**src/rtl/axi_lite_wr_mux.sv**
```systemverilog
// Three-master to one-slave AXI4-Lite write-channel mux that holds one arbiter grant per AW/W/B transaction.
// Optional WR_MUX_TIMEOUT_EN: a stalled B channel gets a local SLVERR response, and late B responses are drained in IDLE.
module axi_lite_wr_mux #(
  parameter int ADDR_W = 32,
  parameter int DATA_W = 32
) (
  input  logic                      clk,
  input  logic                      rst_n,
  input  logic [3*ADDR_W-1:0]       m_awaddr,
  input  logic [2:0]                m_awvalid,
  output logic [2:0]                m_awready,
  input  logic [3*DATA_W-1:0]       m_wdata,
  input  logic [3*(DATA_W/8)-1:0]   m_wstrb,
  input  logic [2:0]                m_wvalid,
  output logic [2:0]                m_wready,
  output logic [5:0]                m_bresp,
  output logic [2:0]                m_bvalid,
  input  logic [2:0]                m_bready,
  output logic [ADDR_W-1:0]         s_awaddr,
  output logic                      s_awvalid,
  input  logic                      s_awready,
  output logic [DATA_W-1:0]         s_wdata,
  output logic [DATA_W/8-1:0]       s_wstrb,
  output logic                      s_wvalid,
  input  logic                      s_wready,
  input  logic [1:0]                s_bresp,
  input  logic                      s_bvalid,
  output logic                      s_bready,
  output logic [2:0]                arb_req,
  input  logic [2:0]                arb_grant,
  output logic                      busy
);

  localparam int STRB_W = DATA_W / 8;

  typedef enum logic [1:0] {IDLE, ADDR, DATA, RESP} state_t;

  state_t      state_q, state_d;
  logic [1:0]  sel_q, sel_d;
  logic        out_en_q;

  logic [2:0]        sel_oh;
  logic [ADDR_W-1:0] sel_awaddr;
  logic [DATA_W-1:0] sel_wdata;
  logic [STRB_W-1:0] sel_wstrb;
  logic              sel_awvalid, sel_wvalid, sel_bready;
  logic              gnt_ok;
  logic [1:0]        gnt_idx;
  logic [1:0]        resp_val;

`ifdef WR_MUX_TIMEOUT_EN
  logic [7:0] cnt_q, cnt_d;
  logic       timed_out;
`endif

  // Selected-master views of the request channels.
  always_comb begin
    sel_oh = 3'b001 << sel_q;
    case (sel_q)
      2'd1: begin
        sel_awaddr = m_awaddr[ADDR_W +: ADDR_W];
        sel_wdata  = m_wdata[DATA_W +: DATA_W];
        sel_wstrb  = m_wstrb[STRB_W +: STRB_W];
      end
      2'd2: begin
        sel_awaddr = m_awaddr[2*ADDR_W +: ADDR_W];
        sel_wdata  = m_wdata[2*DATA_W +: DATA_W];
        sel_wstrb  = m_wstrb[2*STRB_W +: STRB_W];
      end
      default: begin
        sel_awaddr = m_awaddr[0 +: ADDR_W];
        sel_wdata  = m_wdata[0 +: DATA_W];
        sel_wstrb  = m_wstrb[0 +: STRB_W];
      end
    endcase
    sel_awvalid = |(m_awvalid & sel_oh);
    sel_wvalid  = |(m_wvalid & sel_oh);
    sel_bready  = |(m_bready & sel_oh);
  end

  always_comb begin
    gnt_ok  = 1'b1;
    gnt_idx = 2'd0;
    case (arb_grant)
      3'b001:  gnt_idx = 2'd0;
      3'b010:  gnt_idx = 2'd1;
      3'b100:  gnt_idx = 2'd2;
      default: gnt_ok  = 1'b0;
    endcase
  end

`ifdef WR_MUX_TIMEOUT_EN
  assign timed_out = (cnt_q == 8'hFF);
`endif

  always_comb begin
    state_d   = state_q;
    sel_d     = sel_q;
    s_awaddr  = sel_awaddr;
    s_wdata   = sel_wdata;
    s_wstrb   = sel_wstrb;
    s_awvalid = 1'b0;
    s_wvalid  = 1'b0;
    s_bready  = 1'b0;
    m_awready = '0;
    m_wready  = '0;
    m_bvalid  = '0;
    m_bresp   = '0;
    resp_val  = 2'b00;
    arb_req   = '0;
    busy      = (state_q != IDLE);
`ifdef WR_MUX_TIMEOUT_EN
    cnt_d     = cnt_q;
`endif

    case (state_q)
      IDLE: begin
        // out_en_q keeps requests and grants masked until the first edge after reset release.
        arb_req = out_en_q ? m_awvalid : 3'b000;
`ifdef WR_MUX_TIMEOUT_EN
        s_bready = out_en_q;
`endif
        if (out_en_q && gnt_ok && |(m_awvalid & arb_grant)) begin
          sel_d   = gnt_idx;
          state_d = ADDR;
        end
      end
      ADDR: begin
        s_awvalid = sel_awvalid;
        m_awready = s_awready ? sel_oh : 3'b000;
        if (sel_awvalid && s_awready) state_d = DATA;
      end
      DATA: begin
        s_wvalid = sel_wvalid;
        m_wready = s_wready ? sel_oh : 3'b000;
        if (sel_wvalid && s_wready) begin
          state_d = RESP;
`ifdef WR_MUX_TIMEOUT_EN
          cnt_d   = '0;
`endif
        end
      end
      RESP: begin
`ifdef WR_MUX_TIMEOUT_EN
        if (timed_out) begin
          m_bvalid = sel_oh;
          resp_val = 2'b10;
          if (sel_bready) state_d = IDLE;
        end else begin
          m_bvalid = s_bvalid ? sel_oh : 3'b000;
          resp_val = s_bresp;
          s_bready = sel_bready;
          if (s_bvalid && sel_bready) state_d = IDLE;
          if (!s_bvalid) cnt_d = cnt_q + 8'd1;
        end
`else
        m_bvalid = s_bvalid ? sel_oh : 3'b000;
        resp_val = s_bresp;
        s_bready = sel_bready;
        if (s_bvalid && sel_bready) state_d = IDLE;
`endif
        for (int unsigned i = 0; i < 3; i++) begin
          if (sel_oh[i]) m_bresp[2*i +: 2] = resp_val;
        end
      end
      default: state_d = IDLE;
    endcase
  end

  always_ff @(posedge clk or negedge rst_n) begin
    if (!rst_n) begin
      state_q  <= IDLE;
      sel_q    <= 2'd0;
      out_en_q <= 1'b0;
    end else begin
      state_q  <= state_d;
      sel_q    <= sel_d;
      out_en_q <= 1'b1;
    end
  end

`ifdef WR_MUX_TIMEOUT_EN
  always_ff @(posedge clk or negedge rst_n) begin
    if (!rst_n) cnt_q <= '0;
    else        cnt_q <= cnt_d;
  end
`endif

endmodule

```
**config.mk**
```make
export PLATFORM = sky130hd
export DESIGN_NAME = axi_lite_wr_mux
export DESIGN_NICKNAME = d
export VERILOG_FILES = /design/src/rtl/axi_lite_wr_mux.sv
export SDC_FILE = /design/constraint.sdc
export NUM_CORES = 1
export LEC_CHECK = 0
export CORE_AREA = 2 2 122 124
export CTS_CLUSTER_SIZE = 12
export DETAILED_ROUTE_END_ITERATION = 8
export DIE_AREA = 0 0 124 126
export PLACE_DENSITY = 0.58
export SETUP_SLACK_MARGIN = 0.5
export SLEW_MARGIN = 0
export SYNTH_ARGS = -nofsm -noshare
export SYNTH_HDL_FRONTEND = slang
export SYNTH_SLANG_ARGS = --single-unit
export TNS_END_PERCENT = 10
```
**constraint.sdc**
```tcl
create_clock -name clk -period 4.9 [get_ports clk]
set_input_delay 0.98 -clock clk [delete_from_list [all_inputs] [get_ports clk]]
set_output_delay 0.98 -clock clk [all_outputs]
set_load 0.01 [all_outputs]
```
# ---- Word level (Yosys, flattened, before mapping)
# Cells that the tools add are included.
dict set report totals {
  elab_cells 59
  regBits 5
  out_inout_bits 90
  input_bits 223
}
dict set report classes {
  n_eq_ne 12
  shift 1
  mux 25
  n_reduce_logical 14
  bitwise_logic 4
}
# cell count
set op_table {}
lappend op_table {{32-bit one-hot mux with 2 select lines} 2}
lappend op_table {{3-bit two-way mux} 8}
lappend op_table {{3-bit OR reduction} 5}
lappend op_table {{2-bit two-way mux} 7}
lappend op_table {{3-bit bitwise AND} 4}
lappend op_table {{2-bit inequality test (second input constant)} 4}
lappend op_table {{2-bit one-hot mux with 4 select lines} 1}
lappend op_table {{4-bit one-hot mux with 2 select lines} 1}
lappend op_table {{2-bit == test (second input constant)} 3}
lappend op_table {{6-bit two-way mux} 1}
lappend op_table {{1-bit logical AND} 5}
lappend op_table {{2-bit by 1-bit == test with 1-bit output (second input constant)} 2}
lappend op_table {{1-bit two-way mux} 4}
lappend op_table {{2-bit one-hot mux with 2 select lines} 1}
lappend op_table {{4-bit AND reduction} 1}
lappend op_table {{3-bit by 1-bit == test with 1-bit output (second input constant)} 1}
lappend op_table {{3-bit by 2-bit == test with 1-bit output (second input constant)} 1}
lappend op_table {{3-bit == test (second input constant)} 1}
lappend op_table {{1-bit by 2-bit left shift with 3-bit output (first input constant)} 1}
lappend op_table {{2-bit zero test} 1}
lappend op_table {{2-bit AND reduction} 1}
lappend op_table {{2-bit nonzero test} 1}

# ---- Depth between registers and ports, before layout
dict set report logic_depth {
  ltp_word 7
  ltp_mapped 6
  depth_no_buf 6
}

# ---- Worst setup path after synthesis
# Ideal clock, no wire load.
dict set report synth_path {
  path_kind {reg2out}
  start {register sel_q[0]}
  end {output port s_wdata[10]}
  required_ns 3.920
  n_path_buf 3
  path_stages_with_launch 7
  setup_slack_ns 2.284
  arrival_time_ns 1.636
  path_cell_list {dfrtp_1 -> inv_1 -> ha_1 -> clkbuf_1 -> clkbuf_1 -> buf_1 -> a21oi_1}
}
dict set report synth_via {
  elab_chain_len 2
  elab_cells_between_ends 3
  cone_classes {2 x eq/ne; 1 x mux}
}
# element line
set synth_rtl {}
lappend synth_rtl {{from (decl)} 39} ;# logic [1:0] sel_q, sel_d;
lappend synth_rtl {{from (signal assigned)} 177} ;# sel_q <= sel_d;
lappend synth_rtl {{2-bit == test / 2-bit by 1-bit == test with 1-bit output (equally long branches)} 59} ;# case (sel_q)
lappend synth_rtl {{32-bit one-hot mux with 2 select lines (*)} 59}
lappend synth_rtl {{to (decl)} 22} ;# output logic [DATA_W-1:0] s_wdata,
# Mark *: on every way between the ends. The rest lies on a longest branch, timed or not.

# ---- Worst setup path after layout
dict set report layout_path {
  start {register sel_q[0]}
  end {output port s_wdata[0]}
}
# The elaborated chain is that of the path after synthesis.

==> results.md <==
- Hold Buf Count CTS: 0
- Vias in the first global route: 3415
- DR vias: 3465
- Global route overflow: 0
- Critical path class: reg -> out
- Slew margin rel.: 0.538
- Io pins: 313
- Drt total wl: 12.1 mm
- Pwr/cell area: 314 nW/µm²
- Crit path capture: s_wdata[0]
- Tmin final: 3.64 ns
- CP Cell Sequence: inv_1 -> ha_2 -> buf_12 -> a22oi_1 -> a21oi_1 -> clkdlybuf4s50_1
- Data arrival time of the critical path: 2.66 ns
- Final Util: 0.362
- Chip Height: 126 µm
- Final hold violations: 0
- Origin of the critical flop-to-flop path: sel_q[0]$_DFFE_PN0P_
- Initial Util: 0.125
- Crit-path leading delay family: buffers and inverters
- Area delta synth->final: 189%
- Area of the core: 14300 µm²
- Reg2Reg Setup Slack: 2.38 ns
- Mapped Area: 1790 µm²
- #FFs+latches synth: 5
- Post-CTS Setup Bufs: 0
- Critical path fanouts, max: 49
- DR WL met2: 6.18 mm
- Seq/Total Area, Yosys: 0.0699
- Pins Over Slew Limit: 0
- DIE AREA: 15600 µm²
- Share of cells above drive strength 1: 0.0169
- Worst skew pair latency: 0.23 ns
- Final instance area: 5180 µm²
- Worst clock skew: 0.00175 ns
- Dpl hpwl: 9.86 mm
- I/O Buffers: 312
- Final period utilization: 0.743
- CTS tree: built
- GRT Total Usage: 0.139
- Element type at the critical path end: primary output
- Wire length per cell: 15.6 µm
- Worst Tran Pin Value: 0.694 ns
- Most common cell in the synthesized netlist: a22oi_1
- Crit path largest cell delay: 0.63 ns
- Top Layer Used: met4
- Synth Net Count: 535
- First-pass GRT wire length: 17.3 mm
- Max Clk Rate: 275 MHz
- Met1 wire length: 4.60 mm
- Power, Total: 1620 µW
- Nets: 823
- Initial DRC count: 175
- CTS buffer count: 3
- Predominant post-synthesis flop cell: dfrtp_1
- Met3 routed WL: 1.18 mm
- CP Depth: 6
- Worst vdd ir: 0.153 mV
- Reg2reg path depth: 7
- N_diodes: 0
- Syn Inst Count: 305
- CP startpoint kind: register
- DRC: 0
- Setup TNS Final: 0 ns
- Main area contributors after synthesis: a22oi_1, a21oi_1, nor2_1, dfrtp_1, and3_1
- Hold Path Class: reg -> reg
- Clock-pin slew on the worst setup and hold paths: 0.03 ns
- RSZ-0062 raised after global routing: no
- Clock sinks: 5
- FP Rows: 44
- Initial antenna violation count: 0
- Depth of the CTS H-tree: 1
- Fillers: 1500
- DIE WIDTH: 124 µm
- Top post-synthesis cells by count: a22oi_1, a21oi_1, nor2_1
- Slowest CP cell: ha_2
- Leakage: 0.00189 µW
- Largest net degree at the start of global routing: 80
- RD Place Congestion: 0.930
- Ys Warns: 0
- Outcome: finished clean
- Post-synth EDFFs: 0
- Detailed Routing Iterations Pass 1: 4
- Yosys top cell area share: 0.294
- CTS Buffer Depth: 2
- Biggest area consumer among synthesized cells: a22oi_1
- Worst EP required: 3.92 ns
- Post-CTS resize count: 0
- Post-DRT Antenna Nets: 0
- # setup viols final: 0
- WHS: 0.572 ns
- Drt via density: 4.47
- Clock root cell: clkbuf_16
- Critical Path Source: sel_q[0]$_DFFE_PN0P_
- Buf/Inv on CP: 3
- Area after DPL: 5100 µm²
- Netlist cell types: 23
- R2R Path End: state_q[1]$_DFFE_PN0P_
- Max Cap Viol: 0
- Synth async-reset ratio: 1.00
- Synthesized area per cell: 5.87 µm²
-- through the flow --
stage	std cells	setup WS, ns
floorplan	305	2.28
global placement	772	1.48
detailed placement	772	1.48
CTS	776	1.23
global route	776	1.09
finish	776	1.26
-- worst register-to-register path, delay by kind of cell (launching register included) --
kind / cells / cell delay (ns)
adder cells (fa/ha/maj): 1 / 0.63
AO/OA/AOI/OAI: 3 / 0.56
buffers and inverters: 2 / 0.47
multiplexers: 1 / 0.34
flip-flops: 1 / 0.39
-- worst min path at each step --
stage,end,from,slack (ns),cells past startpoint
5_1_grt,state_q[1]$_DFFE_PN0P_,state_q[1]$_DFFE_PN0P_,0.60,1
6_report,state_q[1]$_DFFE_PN0P_,state_q[1]$_DFFE_PN0P_,0.57,1
3_5_place_dp,sel_q[1]$_DFFE_PN0P_,sel_q[1]$_DFFE_PN0P_,0.55,2
4_1_cts,state_q[1]$_DFFE_PN0P_,state_q[1]$_DFFE_PN0P_,0.56,1
2_1_floorplan,sel_q[1]$_DFFE_PN0P_,sel_q[1]$_DFFE_PN0P_,0.51,2
3_3_place_gp,state_q[1]$_DFFE_PN0P_,state_q[1]$_DFFE_PN0P_,0.53,1
-- routing by layer --
layer / global-route usage / up-vias
li1: - / 1720
met1: 0.154 / 1541
met2: 0.263 / 191
met3: 0.0376 / 13
met4: 0.0245 / 0
met5: 0 / -
-- cells in the final DEF (no fill, tap or decap), drive strengths merged, types with 3 or more instances in the layout --
cell type,count
ha,7
a21oi,69
buf,3
o21ai,5
inv,8
clkbuf,4
clkdlybuf4s50,312
a22oi,70
dfrtp,5
nor2,69
nand2,3
and3,19
-- registers in the layout (all words and copies together), names as in the netlist --
| name | count |
|---|---|
| out_en_q | 1 |
| sel_q | 2 |
| state_q | 2 |
-- where the power goes --
| part | leakage [µW] | internal [µW] | total, µW | switching (µW) |
|---|---|---|---|---|
| logic | 0.00180 | 767 | 1420 | 655 |
| registers | 0.0000539 | 54.6 | 65.8 | 11.3 |
| clock network | 0.0000382 | 108 | 136 | 28.5 |
-- kinds of logic after synthesis --
kind of cell	count (synthesis)	synth area share
AND/OR/NAND/NOR	97	0.238
AO/OA/AOI/OAI	153	0.545
multiplexers	1	0.00629
buffers and inverters	40	0.0839
other	1	0.00210
flip-flops	5	0.0699
adder cells (fa/ha/maj)	8	0.0545
-- cell type report --
cell class,count,area [µm²],share of cell area
clock buffers,4,78.8,0.0152
inverters,8,30.0,0.00580
multi-input cells,260,1530,0.296
flip-flops and latches,5,125,0.0242
well taps,184,230,0.0445
repair buffers,315,3180,0.615
(Power assumes the default switching activity.)
